--- config.mk ---
export PLATFORM = sky130hd
export DESIGN_NAME = act_stream_unit
export DESIGN_NICKNAME = d
export VERILOG_FILES = /design/src/rtl/act_pkg.sv /design/src/rtl/act_lane.sv /design/src/rtl/act_stream_unit.sv
export SDC_FILE = /design/constraint.sdc
export NUM_CORES = 1
export LEC_CHECK = 0
export CAP_MARGIN = 40
export CORE_MARGIN = 2
export CORE_UTILIZATION = 59
export CTS_CLUSTER_DIAMETER = 40
export DETAILED_ROUTE_END_ITERATION = 8
export HOLD_SLACK_MARGIN = 0.06
export PLACE_DENSITY = 0.87
export RECOVER_POWER = 50
export SLEW_MARGIN = 25
export SYNTH_ARGS = -nofsm -noshare
export SYNTH_HDL_FRONTEND = slang
export SYNTH_SLANG_ARGS = --single-unit
--- constraint.sdc ---
create_clock -name clk -period 6.4 [get_ports clk]
set_input_delay 1.28 -clock clk [delete_from_list [all_inputs] [get_ports clk]]
set_output_delay 1.28 -clock clk [all_outputs]
set_load 0.005 [all_outputs]
--- src/rtl/act_pkg.sv ---
// Shared definitions for the activation stream unit: mode encodings and
// the frame beat-count helper.
package act_pkg;

  typedef enum logic [1:0] {
    ACT_BYPASS = 2'd0,
    ACT_RELU   = 2'd1,
    ACT_LEAKY  = 2'd2,
    ACT_CLIP   = 2'd3
  } act_mode_t;

  function automatic int calc_beats(input int elems, input int lanes);
    return (elems + lanes - 1) / lanes;
  endfunction

endpackage

--- src/rtl/act_lane.sv ---
// Combinational activation of a single signed element; a cleared keep
// forces the result to zero so padding lanes leave the unit clean.
module act_lane
  import act_pkg::*;
#(
  parameter int DATA_W     = 32,
  parameter int LEAK_SHIFT = 3
) (
  input  act_mode_t                mode,
  input  logic signed [DATA_W-1:0] clip,
  input  logic signed [DATA_W-1:0] x,
  input  logic                     keep,
  output logic signed [DATA_W-1:0] y
);

  always_comb begin
    y = '0;
    if (keep) begin
      case (mode)
        ACT_BYPASS: y = x;
        ACT_RELU:   y = x[DATA_W-1] ? '0 : x;
        ACT_LEAKY:  y = x[DATA_W-1] ? (x >>> LEAK_SHIFT) : x;
        ACT_CLIP: begin
          // a negative ceiling makes every result zero
          if (!x[DATA_W-1] && !clip[DATA_W-1]) y = (x > clip) ? clip : x;
        end
        default:    y = '0;
      endcase
    end
  end

endmodule

--- src/rtl/act_stream_unit.sv ---
// Two-stage streaming activation unit: stage 1 captures the beat with its
// frame config and position, stage 2 holds the activated result.
module act_stream_unit
  import act_pkg::*;
#(
  parameter int DATA_W      = 32,
  parameter int LANES       = 4,
  parameter int FRAME_ELEMS = 288,
  parameter int LEAK_SHIFT  = 3
) (
  input  logic                     clk,
  input  logic                     rst_n,
  input  logic [1:0]               cfg_mode,
  input  logic [DATA_W-1:0]        cfg_clip,
  input  logic                     in_valid,
  output logic                     in_ready,
  input  logic [LANES*DATA_W-1:0]  in_data,
  output logic                     out_valid,
  input  logic                     out_ready,
  output logic [LANES*DATA_W-1:0]  out_data,
  output logic [LANES-1:0]         out_keep,
  output logic                     out_last,
  output logic                     frame_done
);

  localparam int BEATS      = calc_beats(FRAME_ELEMS, LANES);
  localparam int CNT_W      = (BEATS > 1) ? $clog2(BEATS) : 1;
  localparam int LAST_LANES = FRAME_ELEMS - (BEATS - 1) * LANES;
  localparam logic [CNT_W-1:0] LAST_BEAT = CNT_W'(BEATS - 1);

  logic [CNT_W-1:0]        beat_cnt;
  act_mode_t               frame_mode;
  logic [DATA_W-1:0]       frame_clip;

  logic                    s1_valid;
  logic [LANES*DATA_W-1:0] s1_data;
  logic                    s1_last;
  act_mode_t               s1_mode;
  logic [DATA_W-1:0]       s1_clip;

  logic                    s1_adv;
  logic                    in_fire;
  logic                    first_beat;
  logic [LANES-1:0]        lane_keep;
  logic [LANES*DATA_W-1:0] act_data;

  assign s1_adv     = !out_valid || out_ready;
  assign in_ready   = !s1_valid || s1_adv;
  assign in_fire    = in_valid && in_ready;
  assign first_beat = (beat_cnt == '0);
  assign frame_done = out_valid && out_ready && out_last;

  always_ff @(posedge clk or negedge rst_n) begin
    if (!rst_n) begin
      beat_cnt   <= '0;
      frame_mode <= ACT_BYPASS;
      frame_clip <= '0;
    end else if (in_fire) begin
      beat_cnt <= (beat_cnt == LAST_BEAT) ? '0 : beat_cnt + 1'b1;
      if (first_beat) begin
        frame_mode <= act_mode_t'(cfg_mode);
        frame_clip <= cfg_clip;
      end
    end
  end

  // Beat 0 takes the live config; the rest of the frame uses the latched copy.
  always_ff @(posedge clk or negedge rst_n) begin
    if (!rst_n) begin
      s1_valid <= 1'b0;
      s1_data  <= '0;
      s1_last  <= 1'b0;
      s1_mode  <= ACT_BYPASS;
      s1_clip  <= '0;
    end else if (in_ready) begin
      s1_valid <= in_valid;
      if (in_valid) begin
        s1_data <= in_data;
        s1_last <= (beat_cnt == LAST_BEAT);
        s1_mode <= first_beat ? act_mode_t'(cfg_mode) : frame_mode;
        s1_clip <= first_beat ? cfg_clip : frame_clip;
      end
    end
  end

  for (genvar k = 0; k < LANES; k++) begin : g_lane
    assign lane_keep[k] = (k < LAST_LANES) ? 1'b1 : !s1_last;

    act_lane #(
      .DATA_W    (DATA_W),
      .LEAK_SHIFT(LEAK_SHIFT)
    ) u_lane (
      .mode(s1_mode),
      .clip(s1_clip),
      .x   (s1_data[k*DATA_W +: DATA_W]),
      .keep(lane_keep[k]),
      .y   (act_data[k*DATA_W +: DATA_W])
    );
  end

  always_ff @(posedge clk or negedge rst_n) begin
    if (!rst_n) begin
      out_valid <= 1'b0;
      out_data  <= '0;
      out_keep  <= '0;
      out_last  <= 1'b0;
    end else if (s1_adv) begin
      out_valid <= s1_valid;
      if (s1_valid) begin
        out_data <= act_data;
        out_keep <= lane_keep;
        out_last <= s1_last;
      end
    end
  end

endmodule

==> Word-level counts from Yosys, hierarchy flattened <==
Index checks and enable logic that the tools add are counted.
{ "totals": {"ff_bits": 336, "inputBits": 166, "output_inout_bits": 136} }
{ "op_classes": {"n_addsub": 1, "order_cmp": 4, "n_eq_ne": 4, "n_mux": 23, "n_reduce_logical": 20} }
{ "op_table": {"columns": ["op", "n"], "rows": [
  ["case mux 32 bit (4 select lines)", 4],
  ["two-way mux 32 bit", 13],
  ["greater-than comparator 32 bit", 4],
  ["two-way mux 31 bit", 4],
  ["adder 7 x 1 -> 7 bit, second input constant", 1],
  ["equality test 7 bit, second input constant", 1],
  ["logical AND 1 bit", 7],
  ["zero test 1 bit", 7],
  ["zero test 7 bit", 1],
  ["two-way mux 7 bit", 1],
  ["equality test 2 bit, second input constant", 2],
  ["AND reduction 2 bit", 2],
  ["equality test 2 x 1 -> 1 bit, second input constant", 1],
  ["zero test 2 bit", 1],
  ["logical OR 1 bit", 2],
  ["two-way mux 2 bit", 1]
]} }

==> Logic depth before layout (Yosys ltp) <==
Gate-level depths: netlist (run 1).
{ "logic_depth": {"depth_word": 4, "ltp_mapped": 13, "mapped_depth_nobuf": 9} }

==> Cells and area by module <==
Synthesis (run 1) repeated with hierarchy kept, for this count alone.
{ "unflattened": {"cells_unflattened": 2223, "hier_area_um2": 19458.7} }
{ "by_module_without_submodules": {"columns": ["mod", "instances", "cells_per_inst", "area_per_inst_um2", "seq_area_each_um2"], "rows": [
  ["act_stream_unit", 1, 943, 11478.5, 7557.2],
  ["act_lane (g_lane[0].u_lane ...)", 3, 320, 1981.9, 0.0],
  ["act_lane (g_lane[3].u_lane)", 1, 320, 2034.5, 0.0]
]} }

==> Worst setup path after synthesis (run 1) <==
Ideal clock, no wire load.
{ "synth_timing": {"path_kind": "register to register", "from": "reg s1_data[95]", "to": "reg out_data[65]", "setup_time_ns": 0.130, "arrival_ns": 2.950, "path_slack_ns": 3.320, "path_stages_with_launch": 14, "period_less_slack_ns": 3.080, "path_cell_list": "dfrtp_1 > clkbuf_1 > inv_1 > clkbuf_1 > ha_1 > nand4b_1 > or3_1 > o22ai_1 > a211oi_1 > and3_1 > buf_2 > buf_2 > nor4b_1 > o31ai_2"} }
{ "synth_via": {"elab_chain_len": 4, "elab_cells_between_ends": 8, "cone_classes": "order compare: 1; mux: 5; reduce/logical: 2"} }
{ "synth_rtl": {"columns": ["element", "line", "text"], "rows": [
  ["start: declaration", "act_stream_unit.sv:36", "logic [LANES*DATA_W-1:0] s1_data;"],
  ["start signal: assignment", "act_stream_unit.sv:78", "s1_data <= in_data;"],
  ["greater-than comparator 32 bit / zero test 1 bit (equally long branches)", "act_lane.sv:25", "if (!x[DATA_W-1] && !clip[DATA_W-1]) y = (x > clip) ? clip : x;"],
  ["two-way mux 32 bit / logical AND 1 bit (equally long branches)", "act_lane.sv:25", null],
  ["two-way mux 32 bit", "act_lane.sv:25", null],
  ["case mux 32 bit (4 select lines) (*)", "act_lane.sv:19", "case (mode)"],
  ["end signal: assignment", "act_stream_unit.sv:110", "out_data <= act_data;"],
  ["end: declaration", "act_stream_unit.sv:20", "output logic [LANES*DATA_W-1:0] out_data,"]
]} }
Mark *: on every way between the ends. The rest lies on a longest branch, timed or not.
A chain may end at the register's enable or synchronous reset.

==> Worst setup path in the final report (run 1) <==
{ "layout_timing": {"from": "in out_ready", "to": "reg out_data[72]"} }
{ "layout_via": {"elab_chain_len": 2} }
{ "layout_rtl": {"columns": ["element", "line", "text"], "rows": [
  ["start: declaration", "act_stream_unit.sv:19", "input logic out_ready,"],
  ["logical OR 1 bit", "act_stream_unit.sv:47", "assign s1_adv = !out_valid || out_ready;"],
  ["AND reduction 2 bit (no source line)", null, null]
]} }
No other way between the ends.

==> out/results.tsv, run 1 <==
metric	value	unit
worstReg2RegEnd	out_data[92]	
maxSlewHeadroom	-95.51	%
viasPerCell	6.934	
path_clk_slew	0.05	ns
fin_cells	2826	
syn_area_per_cell	8.498	µm²
max_freq	0.2079	GHz
hold_ws	0.4713	ns
cp_max_fo	46	
floorplan.initialDensity	60.22	%
violations	capacitance limit, slew limit	
grt_pass1_vias	18775	
holdCritStartpoint	out_data[95]	
cts_root_buffer	clkbuf_16	
reg2reg_depth	10	
cp_common_cell	a21oi_1	
synth_top_area_share	40.81	%
drive_gt1_share	7.699	%
io_pins	302	
die_area	32820	µm²
synthArstFlopShare	100.0	%
grtUsageMet1	53.36	%
grtUsageMet3	10.76	%
cts-resized-gates	0	
yosysWarnings	0	
cts_buffers	45	
pwr_density_cell	481.0	nW/µm²
synth.area.top_cells	dfrtp_1, nand2_1, ha_1, a21oi_1, o21ai_0	
min_path_cells	2	
yosysSeqAreaShare	40.81	%
grt_overflow	0	
yosys.area.top_type	dfrtp_1	
startpoint_type	input port	
drc_errors	0	
synth-edff-count	0	
tightest_slew	2.933	ns
num_rows	64	
cts.htree.levels	2	
gr-usage-all-layers	41.57	%
fp.dieH	181.2	µm
fin_worst_skew	0.03250	ns
post-route-period-util	75.16	%
syn-num-nets	2479	
holdBufCountCts	0	
cpPeakStageDelay	1.83	ns
fin_nets	2695	
outcome	finished with violations	
die_w	181.2	µm
vias	19595	
grt_use_met2	62.93	%
dr.first_iter.drc_count	2601	
power	11220	µW
syn_to_final_growth	25.95	%
drt-total-wl	69970	µm
synth_cells	2179	
dp_cells	2743	
ys_ff_latch	302	
rrSetupSlack	2.24	ns
r2r_start	frame_clip[15]	
antenna_found_initial	1	
ys_types	55	
crit_chain	dlygate4sd3_1 > nand2b_1 > nand2_1 > clkbuf_1 > a21oi_1 > a21oi_1 > o311ai_0	
routedWlPerCell	24.76	µm
insertion_delay	0.56	ns
arrival	5.20	ns
dpl.hpwl	47300	µm
hold_end	out_data[95]	
busiest_layer	met2	
drv_cap	3	
vdd_drop_max	0.2725	mV
timing.setup.tns	0	ns
slowest_stage	clkbuf_1	
min_period	4.810	ns
hold_class	reg2reg	
grt_first_pass_wirelength	106900	µm
setup.worst_path.end_class	flip-flop	
cts_tree	done	
core	30750	µm²
fillers	2177	
clock_path_buffers	3	
yosys_most_used_dff	dfrtp_1	
ant_nets	0	
synthesis.area	18520	µm²
hold_violations	0	
grt_start_max_net_pins	152	
criticalPathCategory	in2reg	
drtPass1Iterations	6	
critPathRequiredTime	6.79	ns
setup_viol	0	
gp_congestion	0.9965	
rsz0062_at_grt	false	
portBuffers	301	
clkSinkCount	302	
cts_setup_buffers	0	
drv_slew	145	
cellLeakagePower	0.01033	µW
==> registers in the layout (all words and copies together), names as in the netlist <==
signal / count
beat_cnt: 7
frame_clip: 32
frame_mode: 2
out_data: 128
out_keep: 1
out_last: 1
out_valid: 1
s1_data: 128
s1_last: 1
s1_valid: 1
==> per-layer routing <==
layer / up-vias / share of wire (%)
met3: 373 / 13
li1: 8383 / -
met4: 0 / 7.5
met2: 1633 / 43
met1: 9206 / 36
met5: - / 0
==> power by group <==
group	total, µW	switching (µW)	internal [µW]
Clock	2570	956	1610
Sequential	3280	851	2430
Combinational	5360	3250	2120
Total	11200	5060	6160
==> synth_stat cells (36+ instances only) <==
library cell,number
a211oi_1,36
a21oi_1,236
a221oi_1,59
clkbuf_1,149
dfrtp_1,302
ha_1,134
inv_1,50
nand2_1,551
nor2_1,76
o21ai_0,153
o22ai_1,57
o31ai_1,44
==> final cells by class <==
class | instances | area (µm²) | area share (%)
Multi-Input combinational cell | 1656 | 10150 | 43.54
Sequential cell | 302 | 7559 | 32.41
Timing Repair Buffer | 340 | 3363 | 14.42
Clock buffer | 53 | 1219 | 5.226
Tap cell | 396 | 495.5 | 2.125
Clock inverter | 28 | 340.3 | 1.459
Inverter | 50 | 187.7 | 0.8048
Antenna cell | 1 | 2.502 | 0.01073
==> placed cells by master (no fill, tap or decap), drive strengths merged, types with 6 or more instances in the layout <==
master,Yosys,final
nand2,551,551
dfrtp,302,302
clkdlybuf4s50,0,290
a21oi,236,236
o21ai,155,155
ha,134,134
nor2,76,76
o31ai,64,64
a221oi,60,60
o22ai,57,57
inv,50,55
clkbuf,149,55
buf,22,38
a211oi,36,36
mux2,34,34
o41ai,31,31
nand4,29,29
a221o,29,29
nor4b,26,26
a21o,24,24
o211ai,20,20
dlygate4sd3,0,10
clkinv,0,9
nand3,8,8
clkinvlp,0,8
and3,8,8
nand2b,6,6
o21a,6,6
nor2b,6,6
bufinv,0,6
nor3,6,6
==> stage by stage <==
step | setup slack [ns] | util (%) | area, µm²
2_1_floorplan | 3.320 | - | 18520
3_3_place_gp | 2.237 | 70.41 | 21650
3_5_place_dp | 2.248 | 70.80 | 21770
4_1_cts | 2.486 | 75.87 | 23330
5_1_grt | 1.484 | 75.83 | 23320
6_report | 1.590 | 75.84 | 23320
==> worst max-delay path: cells and delay by family <==
family / cells / cell delay, ns
buffers and inverters: 2 / 2.39
AND/OR/NAND/NOR: 2 / 1.03
AO/OA/AOI/OAI: 3 / 0.46
==> cells by family (layout without fill, tap and decap cells) <==
kind of cell               count (synthesis)  after routing  share of synthesized area, %
AOI/OAI and AO/OA                        739            739                         26.09
xor gates and xnor gates                   5              5                        0.2365
adders and majority gates                134            134                         9.055
buffers and inverters                    221            471                         4.669
DFF                                      302            302                         40.81
muxes                                     34             34                         2.068
other                                      0              1                             0
and+or+nand+nor                          744            744                         17.07
==> worst max path at each step <==
| stage | startpoint | endpoint | slack [ns] |
|---|---|---|---|
| 6_report | out_ready | out_data[72] | 1.59 |
| 5_1_grt | out_ready | out_data[72] | 1.48 |
| 4_1_cts | frame_clip[15] | out_data[92] | 2.49 |
| 3_5_place_dp | out_ready | out_data[87] | 2.25 |
| 3_3_place_gp | out_ready | out_data[60] | 2.24 |
| 2_1_floorplan | s1_data[95] | out_data[65] | 3.32 |
Power figures use the tool's default switching activity.
==> run 2, diff against run 1 <==
--- a/config.mk
+++ b/config.mk
@@ -7,11 +7,11 @@
 export LEC_CHECK = 0
 export CAP_MARGIN = 40
 export CORE_MARGIN = 2
-export CORE_UTILIZATION = 59
+export CORE_UTILIZATION = 49
 export CTS_CLUSTER_DIAMETER = 40
 export DETAILED_ROUTE_END_ITERATION = 8
 export HOLD_SLACK_MARGIN = 0.06
-export PLACE_DENSITY = 0.87
+export PLACE_DENSITY = 0.77
 export RECOVER_POWER = 50
 export SLEW_MARGIN = 25
 export SYNTH_ARGS = -nofsm -noshare
==> constraint.sdc (replaced) <==
create_clock -name clk -period 4.2 [get_ports clk]
set_input_delay 0.84 -clock clk [delete_from_list [all_inputs] [get_ports clk]]
set_output_delay 0.84 -clock clk [all_outputs]
set_load 0.005 [all_outputs]
==> run 2 against run 1 <==
- the run still ends with capacitance limit, slew limit left
- first-iteration DRC count fell by 2.6%
- combinational power rose by 66%
- global-route usage fell by 2.5 points
- wire length rose by 10%
- register-to-register slack got worse by 1.8 ns
- die area rose by 20%
- via count rose by 0.86%
- final cell count rose by 6.7%
- design area rose by 3.2%
- flip-flop and latch count did not move
==> out/results.tsv, run 2 (synthesis results as in run 1) <==
metric	value	unit
dpl.hpwl	55150	µm
drc_errors	0	
setup_slack	0.3740	ns
pwr_density_cell	743.7	nW/µm²
timing.setup.tns	0	ns
fin_nets	2765	
drt-total-wl	77160	µm
cts-resized-gates	0	
outcome	finished with violations	
setup_viol	0	
vdd_drop_max	0.3703	mV
holdBufCountCts	0	
dr.first_iter.drc_count	2534	
final_cell_mix	nand2_1, dfrtp_1, clkdlybuf4s50_1	
cp_common_cell	nand2_1	
core	37400	µm²
reg2reg_depth	9	
startpoint_type	input port	
seq_area	7559	µm²
critPathBufInv	2	
post-route-period-util	91.09	%
tightest_slew	2.726	ns
hold_class	reg2reg	
viasPerCell	6.553	
top_regs	out_data: 128 flops, s1_data: 128 flops, frame_clip: 32 flops	
drive_gt1_share	10.27	%
drv_cap	8	
insertion_delay	0.60	ns
critPathRequiredTime	4.69	ns
gr-usage-all-layers	39.11	%
cts_buffers	50	
num_rows	71	
cts.htree.levels	2	
arrival	4.31	ns
layout_commonest_cell	nand2_1	
clkSinkCount	302	
drtPass1Iterations	8	
vias	19763	
antenna_found_initial	2	
rrSetupSlack	0.43	ns
fp.dieH	198.4	µm
dp_slack	0.5048	ns
drv_slew	427	
cellLeakagePower	0.01074	µW
clock_path_buffers	3	
hold_end	out_data[95]	
violations	capacitance limit, slew limit	
fillers	3067	
holdCritStartpoint	out_data[95]	
die_w	198.4	µm
cts_setup_buffers	0	
fin_worst_skew	0.02912	ns
grt_pass1_vias	19096	
ant_nets	0	
grt_first_pass_wirelength	116100	µm
setup.worst_path.end_class	flip-flop	
min_path_cells	2	
slowest_stage	nand2_1	
portBuffers	301	
min_period	3.826	ns
cpPeakStageDelay	1.92	ns
die_area	39360	µm²
max_freq	0.2614	GHz
path_clk_slew	0.05	ns
rsz0062_at_grt	false	
io_pins	302	
worstReg2RegEnd	out_data[21]	
syn_to_final_growth	29.93	%
r2r_start	s1_data[31]	
cp_top_family	simple AND/OR/NAND/NOR gates	
cts_root_buffer	clkbuf_16	
maxSlewHeadroom	-82.14	%
grt_start_max_net_pins	73	
grt_overflow	0	
cts_tree	done	
crit_chain	dlygate4sd3_1 > nand2b_1 > nand2_1 > buf_4 > nand2_1 > o31ai_2	
gp_congestion	1.052	
hold_violations	0	
routedWlPerCell	25.58	µm
floorplan.initialDensity	49.51	%
multi_input_area	10140	µm²
criticalPathCategory	in2reg	
cp_max_fo	58	
run 2: worst max-delay path by stage:
stage                     start            to  slack (ns)  cells after the start
floorplan           s1_data[95]  out_data[65]        1.12                     13
global placement    s1_data[31]   out_data[9]        0.64                      9
detailed placement  s1_data[31]  out_data[21]        0.50                      9
CTS                 s1_data[31]  out_data[21]        0.51                      9
global route              rst_n   s1_data[49]        0.19                      2
finish                out_ready  out_data[91]        0.37                      6
run 2: worst reg2reg max path, delay by kind of cell, from the launching register on:
kind                     cells  cell delay [ns]
buffers and inverters        2             0.50
AND/OR/NAND/NOR              4             1.79
adder cells (fa/ha/maj)      1             0.40
AO/OA/AOI/OAI                2             0.39
flip-flops                   1             0.58
run 2: metrics by stage:
stage / cell area [µm²] / hold WS (ns) / util, % / std cells / power (µW)
after floorplan: 18520 / 0.4395 / - / 2179 / 9228
after global placement: 22340 / 0.4605 / 59.74 / 2920 / 13000
after detailed placement: 22380 / 0.4746 / 59.84 / 2923 / 13230
after CTS: 24120 / 0.2509 / 64.48 / 3013 / 17560
after global routing: 24050 / 0.5098 / 64.31 / 3014 / 18670
final: 24060 / 0.4765 / 64.33 / 3016 / 17890
run 2: area by class of cell:
| type | count | area share (%) |
|---|---|---|
| multi-input combinational | 1656 | 42.14 |
| tap | 511 | 2.658 |
| antenna | 2 | 0.02080 |
| clock buffer | 58 | 5.497 |
| clock inverter | 32 | 1.711 |
| timing repair buffer | 405 | 15.78 |
| sequential | 302 | 31.42 |
| inverter | 50 | 0.7801 |
run 2: power by group:
part	switching, µW	total [µW]	internal (µW)	leakage [µW]
combinational	5370	8880	3510	0.00625
clock	1590	4300	2710	0.000844
sequential	997	4710	3710	0.00364
total	7950	17900	9940	0.0107
run 2: per-layer routing:
| metal | share of wire (%) | GRT usage (%) | vias up |
|---|---|---|---|
| li1 | - | - | 8520 |
| met1 | 37 | 51.01 | 9415 |
| met2 | 44 | 59.51 | 1495 |
| met3 | 12 | 10.21 | 333 |
| met4 | 6.0 | 21.33 | 0 |
| met5 | 0 | 0 | - |
